===== config.mk =====
export PLATFORM = sky130hd
export DESIGN_NAME = conv_pool_relu_engine
export DESIGN_NICKNAME = d
export VERILOG_FILES = /design/src/rtl/cnn_pkg.sv /design/src/rtl/pool_relu.sv /design/src/rtl/conv_pool_relu_engine.sv
export SDC_FILE = /design/constraint.sdc
export NUM_CORES = 1
export LEC_CHECK = 0
export BUFFER_PORTS_ARGS = -buffer_cell sky130_fd_sc_hd__buf_2
export CAP_MARGIN = 40
export CORE_ASPECT_RATIO = 1.25
export CORE_MARGIN = 2
export CORE_UTILIZATION = 25
export DETAILED_ROUTE_END_ITERATION = 10
export GPL_ROUTABILITY_DRIVEN = 0
export PLACE_DENSITY_LB_ADDON = 0.05
export SYNTH_ARGS = -nofsm -noshare
export SYNTH_HDL_FRONTEND = slang
export SYNTH_HIERARCHICAL = 1
export SYNTH_SLANG_ARGS = --single-unit

===== constraint.sdc =====
create_clock -name clk -period 12.1 [get_ports clk]
set_input_delay 1.21 -clock clk [delete_from_list [all_inputs] [get_ports clk]]
set_output_delay 1.21 -clock clk [all_outputs]
set_load 0.02 [all_outputs]

===== src/rtl/cnn_pkg.sv =====
// Shared types and constants for the conv/pool/relu engine.
// Holds the FSM state enum, width defaults, end marker and saturation helper.
package cnn_pkg;

    localparam int CNN_DATA_W = 8;
    localparam int CNN_ACC_W  = 20;

    localparam logic [15:0] END_MARKER = 16'hFFFF;

    typedef enum logic [2:0] {
        S_IDLE,
        S_LD_KERN,
        S_RD_DIM,
        S_MAC,
        S_POOL,
        S_WRITE,
        S_DONE
    } state_t;

    // Largest positive value representable in a signed w-bit result.
    function automatic int sat_max(input int w);
        return (1 << (w - 1)) - 1;
    endfunction

endpackage


===== src/rtl/pool_relu.sv =====
// Combinational 2x2 max-pool of four signed sums followed by ReLU clamp.
// Ports: s0..s3 signed ACC_W sums in; res DATA_W clamped result out.
module pool_relu
    import cnn_pkg::*;
#(
    parameter int ACC_W  = CNN_ACC_W,
    parameter int DATA_W = CNN_DATA_W
) (
    input  logic [ACC_W-1:0]  s0,
    input  logic [ACC_W-1:0]  s1,
    input  logic [ACC_W-1:0]  s2,
    input  logic [ACC_W-1:0]  s3,
    output logic [DATA_W-1:0] res
);

    localparam logic signed [ACC_W-1:0] SAT = ACC_W'(sat_max(DATA_W));

    logic signed [ACC_W-1:0] m01;
    logic signed [ACC_W-1:0] m23;
    logic signed [ACC_W-1:0] mx;

    always_comb begin
        m01 = ($signed(s0) > $signed(s1)) ? $signed(s0) : $signed(s1);
        m23 = ($signed(s2) > $signed(s3)) ? $signed(s2) : $signed(s3);
        mx  = (m01 > m23) ? m01 : m23;
        res = mx[DATA_W-1:0];
        if (mx[ACC_W-1]) begin
            res = '0;
        end else if (mx > SAT) begin
            res = SAT[DATA_W-1:0];
        end
    end

endmodule


===== src/rtl/conv_pool_relu_engine.sv =====
// KxK convolution + 2x2 max-pool + ReLU over a stream of matrices in SRAM.
// Ports: clk, reset_b (sync, high), dut_run/dut_busy, four SRAM port groups.
module conv_pool_relu_engine
    import cnn_pkg::*;
#(
    parameter int DATA_W = CNN_DATA_W,
    parameter int K      = 3,
    parameter int ACC_W  = CNN_ACC_W,
    parameter int ADDR_W = 12
) (
    input  logic              clk,
    input  logic              reset_b,
    input  logic              dut_run,
    output logic              dut_busy,
    output logic              input_sram_write_enable,
    output logic [ADDR_W-1:0] input_sram_write_addresss,
    output logic [15:0]       input_sram_write_data,
    output logic [ADDR_W-1:0] input_sram_read_address,
    input  logic [15:0]       input_sram_read_data,
    output logic              output_sram_write_enable,
    output logic [ADDR_W-1:0] output_sram_write_addresss,
    output logic [15:0]       output_sram_write_data,
    output logic [ADDR_W-1:0] output_sram_read_address,
    input  logic [15:0]       output_sram_read_data,
    output logic              scratchpad_sram_write_enable,
    output logic [ADDR_W-1:0] scratchpad_sram_write_addresss,
    output logic [15:0]       scratchpad_sram_write_data,
    output logic [ADDR_W-1:0] scratchpad_sram_read_address,
    input  logic [15:0]       scratchpad_sram_read_data,
    output logic              weights_sram_write_enable,
    output logic [ADDR_W-1:0] weights_sram_write_addresss,
    output logic [15:0]       weights_sram_write_data,
    output logic [ADDR_W-1:0] weights_sram_read_address,
    input  logic [15:0]       weights_sram_read_data
);

    localparam int KK = K * K;
    localparam int NW = (KK + 1) / 2;
    localparam int TW = $clog2(KK + 1);
    localparam int DW2 = 2 * DATA_W;
    localparam logic [TW-1:0] KM1 = TW'(K - 1);

    state_t state, state_nx;

    logic [DATA_W-1:0] kern [KK];
    logic [TW-1:0]     kw, kidx;
    logic              kv;
    logic              pend;
    logic [15:0]       dim, pmax, pr, pc;
    logic [ADDR_W-1:0] base, span, wptr;
    logic [1:0]        sub, psub;
    logic [TW-1:0]     kr, kc, tap, ptap;
    logic              drain, pv, plo;
    logic [ACC_W-1:0]  acc [4];
    logic [DATA_W-1:0] res, held, pooled;
    logic              have_half;

    logic [31:0]       row, col, idx;
    logic              geo_ok, last_out, issue_k;
    logic [15:0]       p_now;
    logic [ADDR_W-1:0] span_now;
    logic signed [DATA_W-1:0] px, ks;
    logic signed [DW2-1:0]    prod;
    logic [15:0]       rd;
    logic              unused_rd;

    assign rd = input_sram_read_data;
    assign unused_rd = ^{output_sram_read_data, scratchpad_sram_read_data};

    assign input_sram_write_enable        = 1'b0;
    assign input_sram_write_addresss      = '0;
    assign input_sram_write_data          = '0;
    assign weights_sram_write_enable      = 1'b0;
    assign weights_sram_write_addresss    = '0;
    assign weights_sram_write_data        = '0;
    assign scratchpad_sram_write_enable   = 1'b0;
    assign scratchpad_sram_write_addresss = '0;
    assign scratchpad_sram_write_data     = '0;
    assign scratchpad_sram_read_address   = '0;
    assign output_sram_read_address       = '0;

    // Element (row, col) of the current window lives at byte idx after the
    // dimension word; even bytes sit in the high half of a word.
    always_comb begin
        row = 32'(pr) * 32'd2 + 32'(sub[1]) + 32'(kr);
        col = 32'(pc) * 32'd2 + 32'(sub[0]) + 32'(kc);
        idx = row * 32'(dim) + col;
        geo_ok = rd >= 16'(K + 1);
        p_now = geo_ok ? 16'((rd - 16'(K - 1)) >> 1) : 16'd0;
        span_now = ADDR_W'(1)
                 + ADDR_W'((32'(rd) * 32'(rd) + 32'd1) >> 1);
        last_out = (pr == pmax - 16'd1) && (pc == pmax - 16'd1);
        issue_k = kw < TW'(NW);
        px = plo ? $signed(rd[DATA_W-1:0]) : $signed(rd[DW2-1:DATA_W]);
        ks = $signed(kern[ptap]);
        prod = DW2'(px) * DW2'(ks);
    end

    pool_relu #(
        .ACC_W  (ACC_W),
        .DATA_W (DATA_W)
    ) u_pool (
        .s0  (acc[0]),
        .s1  (acc[1]),
        .s2  (acc[2]),
        .s3  (acc[3]),
        .res (pooled)
    );

    always_ff @(posedge clk) begin
        if (reset_b) state <= S_IDLE;
        else         state <= state_nx;
    end

    always_comb begin
        state_nx = state;
        input_sram_read_address    = '0;
        weights_sram_read_address  = '0;
        output_sram_write_enable   = 1'b0;
        output_sram_write_addresss = '0;
        output_sram_write_data     = '0;
        unique case (state)
            S_IDLE: begin
                if (dut_run) state_nx = S_LD_KERN;
            end
            S_LD_KERN: begin
                if (issue_k) weights_sram_read_address = ADDR_W'(kw);
                if (kv && kidx == TW'(NW - 1)) state_nx = S_RD_DIM;
            end
            S_RD_DIM: begin
                input_sram_read_address = base;
                if (pend) begin
                    if (rd == END_MARKER) state_nx = S_DONE;
                    else if (geo_ok)      state_nx = S_MAC;
                end
            end
            S_MAC: begin
                input_sram_read_address = base + ADDR_W'(1)
                                        + ADDR_W'(idx >> 1);
                if (drain) state_nx = S_POOL;
            end
            S_POOL: state_nx = S_WRITE;
            S_WRITE: begin
                if (have_half || last_out) begin
                    output_sram_write_enable   = 1'b1;
                    output_sram_write_addresss = wptr;
                    output_sram_write_data     = have_half
                        ? {held, res} : {res, {DATA_W{1'b0}}};
                end
                state_nx = last_out ? S_RD_DIM : S_MAC;
            end
            S_DONE:  state_nx = S_IDLE;
            default: state_nx = S_IDLE;
        endcase
    end

    always_ff @(posedge clk) begin
        if (reset_b) begin
            dut_busy  <= 1'b0;
            kw        <= '0;
            kidx      <= '0;
            kv        <= 1'b0;
            pend      <= 1'b0;
            dim       <= '0;
            pmax      <= '0;
            pr        <= '0;
            pc        <= '0;
            base      <= '0;
            span      <= '0;
            wptr      <= '0;
            sub       <= '0;
            kr        <= '0;
            kc        <= '0;
            tap       <= '0;
            psub      <= '0;
            ptap      <= '0;
            drain     <= 1'b0;
            pv        <= 1'b0;
            plo       <= 1'b0;
            res       <= '0;
            held      <= '0;
            have_half <= 1'b0;
        end else begin
            dut_busy <= (state_nx != S_IDLE) && (state_nx != S_DONE);
            kv <= 1'b0;
            pv <= 1'b0;
            // Tap 0 of each window restarts its sum.
            if (pv) begin
                acc[psub] <= (ptap == '0 ? '0 : acc[psub])
                           + ACC_W'(prod);
            end
            unique case (state)
                S_IDLE: begin
                    if (dut_run) begin
                        kw        <= '0;
                        base      <= '0;
                        wptr      <= '0;
                        have_half <= 1'b0;
                        pend      <= 1'b0;
                    end
                end
                S_LD_KERN: begin
                    if (issue_k) begin
                        kv   <= 1'b1;
                        kidx <= kw;
                        kw   <= kw + 1'b1;
                    end
                    if (kv) begin
                        for (int i = 0; i < KK; i++) begin
                            if (TW'(i / 2) == kidx) begin
                                kern[i] <= (i % 2 == 0)
                                    ? weights_sram_read_data[DW2-1:DATA_W]
                                    : weights_sram_read_data[DATA_W-1:0];
                            end
                        end
                    end
                end
                S_RD_DIM: begin
                    pend <= !pend;
                    if (pend) begin
                        dim  <= rd;
                        pmax <= p_now;
                        span <= span_now;
                        pr   <= '0;
                        pc   <= '0;
                        if (!geo_ok) base <= base + span_now;
                    end
                end
                S_MAC: begin
                    if (drain) begin
                        drain <= 1'b0;
                    end else begin
                        pv   <= 1'b1;
                        psub <= sub;
                        ptap <= tap;
                        plo  <= idx[0];
                        if (kc == KM1) begin
                            kc <= '0;
                            if (kr == KM1) begin
                                kr  <= '0;
                                tap <= '0;
                                sub <= sub + 2'd1;
                                if (sub == 2'd3) drain <= 1'b1;
                            end else begin
                                kr  <= kr + 1'b1;
                                tap <= tap + 1'b1;
                            end
                        end else begin
                            kc  <= kc + 1'b1;
                            tap <= tap + 1'b1;
                        end
                    end
                end
                S_POOL: res <= pooled;
                S_WRITE: begin
                    if (have_half) begin
                        have_half <= 1'b0;
                        wptr      <= wptr + 1'b1;
                    end else if (last_out) begin
                        wptr <= wptr + 1'b1;
                    end else begin
                        held      <= res;
                        have_half <= 1'b1;
                    end
                    if (last_out) begin
                        base <= base + span;
                        pr   <= '0;
                        pc   <= '0;
                    end else if (pc == pmax - 16'd1) begin
                        pc <= '0;
                        pr <= pr + 16'd1;
                    end else begin
                        pc <= pc + 16'd1;
                    end
                end
                default: ;
            endcase
        end
    end

endmodule


# After elaboration in Yosys (flattened, before gate mapping)
# Memories as Yosys holds them, arrays and structs flattened. A register that Yosys moved wholly into a read port is not among the register bits.
# Cells that the tools add are included.
[op_classes] order_cmp=6 eq_ne=24 add_sub_neg=22 bitwise=5 n_mul=3 muxes=112 reduce_logical=36
[ops] operator="two-way mux 16 bit" count=8
[ops] operator="two-way mux 12 bit" count=8
[ops] operator="two-way mux 20 bit" count=4
[ops] operator="two-way mux 8 bit" count=10
[ops] operator="two-way mux 4 bit" count=17
[ops] operator="one-hot mux 16 bit (2 select lines)" count=2
[ops] operator="> comparator 20 bit" count=3
[ops] operator="OR reduction 8 bit" count=7
[ops] operator="one-hot mux 12 bit (2 select lines)" count=2
[ops] operator="two-way mux 1 bit" count=47
[ops] operator="adder 12 bit" count=3
[ops] operator="one-hot mux 12 bit (3 select lines)" count=1
[ops] operator="adder 16 x 1 -> 16 bit, second input constant" count=2
[ops] operator="== test 16 bit" count=2
[ops] operator="adder 12 x 1 -> 12 bit, second input constant" count=2
[ops] operator="adder 20 bit" count=1
[ops] operator="> comparator 20 x 8 -> 1 bit, second input constant" count=1
[ops] operator="adder 18 x 4 -> 19 bit" count=1
[ops] operator="multiplier 19 x 16 -> 13 bit" count=1
[ops] operator="adder 17 x 1 -> 18 bit" count=1
[ops] operator="two-way mux 3 bit" count=6
[ops] operator="one-hot mux 3 bit (6 select lines)" count=1
[ops] operator="adder 4 x 1 -> 4 bit, second input constant" count=4
[ops] operator="== test 16 bit, second input constant" count=1
[ops] operator="40 further kinds" count=73
[word_totals] mem_count=2 wordCells=235 register_bits=154 inputBits=67 out_inout_bits=165 mem_bits_rw=152
[mem_list] name="acc" words=4 width=20 read_ports=5 rd_clocked_by_memory_dff=1 write_ports=1 line="conv_pool_relu_engine.sv:54" text="logic [ACC_W-1:0] acc [4];"
[mem_list] name="kern" words=9 width=8 read_ports=1 rd_clocked_by_memory_dff=1 write_ports=2 line="conv_pool_relu_engine.sv:45" text="logic [DATA_W-1:0] kern [KK];"

# Longest topological paths before layout
[depth] ltp_word=11 mapped_depth=34 depth_no_buf=34

# Cells and area by module
# The synthesis kept the hierarchy.
[modules_own_cells] module="conv_pool_relu_engine" cells_each=2464 instances=1 seq_area_each_um2=7687.4 area_each_um2=24020.5
[modules_own_cells] module="pool_relu" cells_each=322 instances=1 seq_area_each_um2=0.0 area_each_um2=2309.7

# Worst setup path after synthesis
# No wires, ideal clock.
[synth_timing] path_type="reg2out" start="reg kr[0]" end="out input_sram_read_address[11]" arrival_ps=7732 t_required_ps=10890 path_buffers=0 path_stages_with_launch=32 slack_ps=3158 cell_sequence="dfxtp_1 -> ha_1 -> inv_1 -> fa_1 -> nand2b_1 -> a211oi_1 -> xnor2_1 -> nor2b_1 -> fa_1 -> inv_1 -> fa_1 -> inv_1 -> fa_1 -> inv_1 -> fa_1 -> inv_1 -> fa_1 -> inv_1 -> fa_1 -> inv_1 -> ha_1 -> o21a_1 -> nor2_1 -> xnor2_1 -> ha_1 -> and3_1 -> a211o_1 -> a21o_1 -> a21oi_1 -> xor3_1 -> or3_1 -> a21oi_1"
[synth_via] elab_chain_cells=5
[synth_rtl] item="start, declared" line="conv_pool_relu_engine.sv:52" text="logic [TW-1:0] kr, kc, tap, ptap;"
[synth_rtl] item="start signal, assigned" line="conv_pool_relu_engine.sv:245" text="kr <= kr + 1'b1;"
[synth_rtl] item="adder 18 x 4 -> 19 bit" line="conv_pool_relu_engine.sv:85" text="row = 32'(pr) * 32'd2 + 32'(sub[1]) + 32'(kr);"
[synth_rtl] item="multiplier 19 x 16 -> 13 bit" line="conv_pool_relu_engine.sv:87" text="idx = row * 32'(dim) + col;"
[synth_rtl] item="adder 13 bit" line="conv_pool_relu_engine.sv:87"
[synth_rtl] item="adder 12 bit" line="conv_pool_relu_engine.sv:139" text="+ ADDR_W'(idx >> 1);"
[synth_rtl] item="one-hot mux 12 bit (2 select lines)" line="conv_pool_relu_engine.sv:122" text="unique case (state)"
[synth_rtl] item="end, declared" line="conv_pool_relu_engine.sv:18" text="output logic [ADDR_W-1:0] input_sram_read_address,"
# No other way between the ends.

# Worst setup path in the final report
[layout_timing] start="reg sub[1]" end="out input_sram_read_address[11]"
[layout_via] elab_chain_cells=6
[layout_rtl] item="start, declared" line="conv_pool_relu_engine.sv:51" text="logic [1:0] sub, psub;"
[layout_rtl] item="start signal, assigned" line="conv_pool_relu_engine.sv:242" text="sub <= sub + 2'd1;"
[layout_rtl] item="adder 17 x 1 -> 18 bit" line="conv_pool_relu_engine.sv:85"
[layout_rtl] item="adder 18 x 4 -> 19 bit" line="conv_pool_relu_engine.sv:85"
[layout_rtl] item="multiplier 19 x 16 -> 13 bit" line="conv_pool_relu_engine.sv:87"
[layout_rtl] item="adder 13 bit" line="conv_pool_relu_engine.sv:87"
[layout_rtl] item="adder 12 bit" line="conv_pool_relu_engine.sv:139"
[layout_rtl] item="one-hot mux 12 bit (2 select lines)" line="conv_pool_relu_engine.sv:122"
# No other way between the ends.

==> flow_metrics.py <==
metrics = {
    "place": {
        "pre_cts_ws_ns": 1.766,
        "numPortBuffers": 79,
        "dp_hpwl_mm": 60.12,
    },
    "worst_setup_path": {
        "critical_path_arrival_ns": 9.51,
        "max_stage_delay_ns": 0.54,
        "path_class": "flop to output pin",
        "cp-startpoint": "sub[1]",
        "end_kind": "output pin",
        "start_kind": "flop",
        "critPathSlowestCell": "fa_1",
        "cp_max_fo": 6,
        "reg2reg_depth": 31,
        "required_ns": 10.89,
        "r2r_end": "acc[0][19]",
        "cp_common_cell": "fa_1",
        "crit_end": "input_sram_read_address[11]",
        "r2r_slack_ns": 4.16,
    },
    "logic_synthesis": {
        "synth_seq_cells": 308,
        "synth_area_per_cell_um2": 9.451,
        "synth_cell_type_count": 84,
        "syn-cell-area_um2": 26330,
        "syn_inst": 2786,
        "yosys_warnings": 6,
        "postSynth.asyncResetShare_pct": 0,
        "synth_edf_count": 152,
        "seq_area_frac_synth_pct": 29.20,
        "synth-main-ff-cell": "dfxtp_1",
    },
    "sta": {
        "slew_violations": 0,
        "maxSlewHeadroom_pct": 42.78,
        "finalCritPeriodShare_pct": 88.58,
        "finalSetupTns_ns": 0,
        "setup_violations": 0,
        "tightest_slew_ns": 0.8551,
        "max_freq_mhz": 93.30,
        "hold_viol": 0,
        "clock_skew_ns": 0.06723,
        "period_minus_slack_ns": 10.72,
        "rsz0062_at_grt": "false",
        "fin_ws_ns": 1.381,
    },
    "clock_network": {
        "htreeDepth": 2,
        "cts_buffer_depth": 3,
        "cts_tree": "done",
        "numCtsBuffers": 40,
        "clkTransAtPathRegs_ns": 0.07,
        "insertion_delay_ns": 0.60,
        "cts_root_buf": "clkbuf_16",
        "cts_sinks": 308,
        "postCtsSetupRepairBufs": 0,
        "cts_resized": 0,
        "hold_buffers": 0,
    },
    "outcome": {
        "status": "complete, no violations",
    },
    "route": {
        "drt_pass1_iterations": 5,
        "wl_mm": 77.46,
        "post_drt_wl_per_cell_um": 18.36,
        "drc": 0,
        "drt_iter0_drc": 684,
        "via_per_inst": 4.483,
        "dr_total_vias": 18920,
        "antenna_left": 0,
    },
    "grt": {
        "grt_use_total_pct": 14.39,
        "grt_max_degree": 47,
        "grt_antenna_before_repair": 2,
        "grt_pass1_vias": 19470,
        "gr-total-overflow": 0,
        "grt_pass1_wl_mm": 118.9,
    },
    "floorplan": {
        "ios": 232,
        "placementRows": 133,
        "initial_core_util_pct": 25.12,
        "die_h_um": 366.8,
        "dieArea_um2": 108000,
        "die_w_um": 294.3,
        "core_region_area_um2": 104800,
    },
    "layout": {
        "most-common-layout-cells": "312 x inv_1, 272 x nand2_1, 223 x ha_1",
        "antenna_cells": 0,
        "drive_gt1_share_pct": 9.233,
        "final_nets": 3287,
        "syn_to_final_growth_pct": 11.13,
        "final_common_cell": "inv_1",
    },
    "power": {
        "power_density_nw_per_um2": 125.8,
        "peakVddDrop_mv": 0.09496,
        "power.leakage_nw": 12.41,
    },
    "job": {
        "drv_cap": 0,
    },
    "hold_path": {
        "hold_path_class": "flop to flop",
    },
}
-- power breakdown --
part           total [mW]  internal [mW]  switching, mW
clock network        1.21          0.714          0.495
logic                1.28          0.492          0.789
registers            1.19           1.19        0.00154
-- worst max-delay path, delay by kind of cell (launching register included) --
family,cells,cell delay (ns)
XOR/XNOR,3,0.68
AO/OA/AOI/OAI,6,1.67
flip-flops,1,0.46
adder cells (fa/ha/maj),10,4.21
AND/OR/NAND/NOR,6,1.14
buffers and inverters,7,0.76
-- area by class of cell --
class | instances | area (um^2)
multi-input cells | 2060 | 16640
repair buffers | 117 | 735.7
inverters | 313 | 1175
well taps | 1350 | 1689
clock inverters | 19 | 221.5
fillers | 11050 | 75580
clock buffers | 53 | 1110
flip-flops and latches | 308 | 7687
-- per-stage QoR --
step	area [um^2]	total power, mW	cells	utilization (%)	hold slack (ns)
after detailed placement	27930	2.497	4148	26.64	0.4465
after global routing	29260	3.947	4220	27.91	0.4706
after floorplan	26780	2.191	2906	-	0.4366
final	29260	3.682	4220	27.91	0.4532
after CTS	29260	3.746	4220	27.91	0.4550
after global placement	27780	2.477	4135	26.50	0.4437
-- per-layer routing --
metal	routed length, um	vias up	GRT usage (%)	part of all wire (%)
li1	-	9311	-	-
met1	36270	9213	19.29	47
met2	37200	331	24.51	48
met3	2718	63	2.018	3.5
met4	1274	0	2.993	1.6
met5	0	-	0	0
-- logic make-up (layout without fill, tap and decap cells) --
logic type / Yosys count / in the layout / share of synthesized area [%]
simple gates: 869 / 869 / 16.36
buf+inv: 538 / 502 / 9.447
compound gates: 398 / 398 / 9.290
fa+ha+maj: 381 / 381 / 22.58
flops: 308 / 308 / 29.20
xor+xnor: 172 / 172 / 6.772
mux: 118 / 118 / 6.330
other cells: 2 / 122 / 0.02852
-- Yosys cell counts (all sizes together), types with 67 or more instances --
master | instances | share of area, %
dfxtp | 156 | 12
nor2b | 76 | 1.8
nand2 | 272 | 3.9
clkbuf | 84 | 1.2
fa | 157 | 12
and2 | 69 | 1.6
edfxtp | 152 | 17
nor2 | 167 | 2.4
a21oi | 162 | 3.1
buf | 141 | 3.8
mux2i | 67 | 2.6
o21ai | 95 | 1.8
xnor2 | 107 | 3.6
ha | 223 | 11
inv | 313 | 4.5
-- flip-flops by register name, indices dropped and copies added, names as in the netlist, 2 cells and up, named ones only --
signal  count
acc        80
base       12
dim        13
held        8
kc          4
kern       72
kidx        4
kr          4
kw          4
pc         16
pmax       15
pr         16
psub        2
ptap        4
res         8
span       12
state       3
sub         2
tap         4
wptr       12
-- worst min path at each step --
stage | start | depth (start not counted) | to
2_1_floorplan | dim[12] | 2 | dim[12]
3_3_place_gp | span[2] | 2 | span[2]
3_5_place_dp | span[7] | 2 | span[7]
4_1_cts | span[7] | 2 | span[7]
5_1_grt | span[7] | 2 | span[7]
6_report | span[2] | 2 | span[2]
Note: power is estimated with default switching activity, not from simulation.
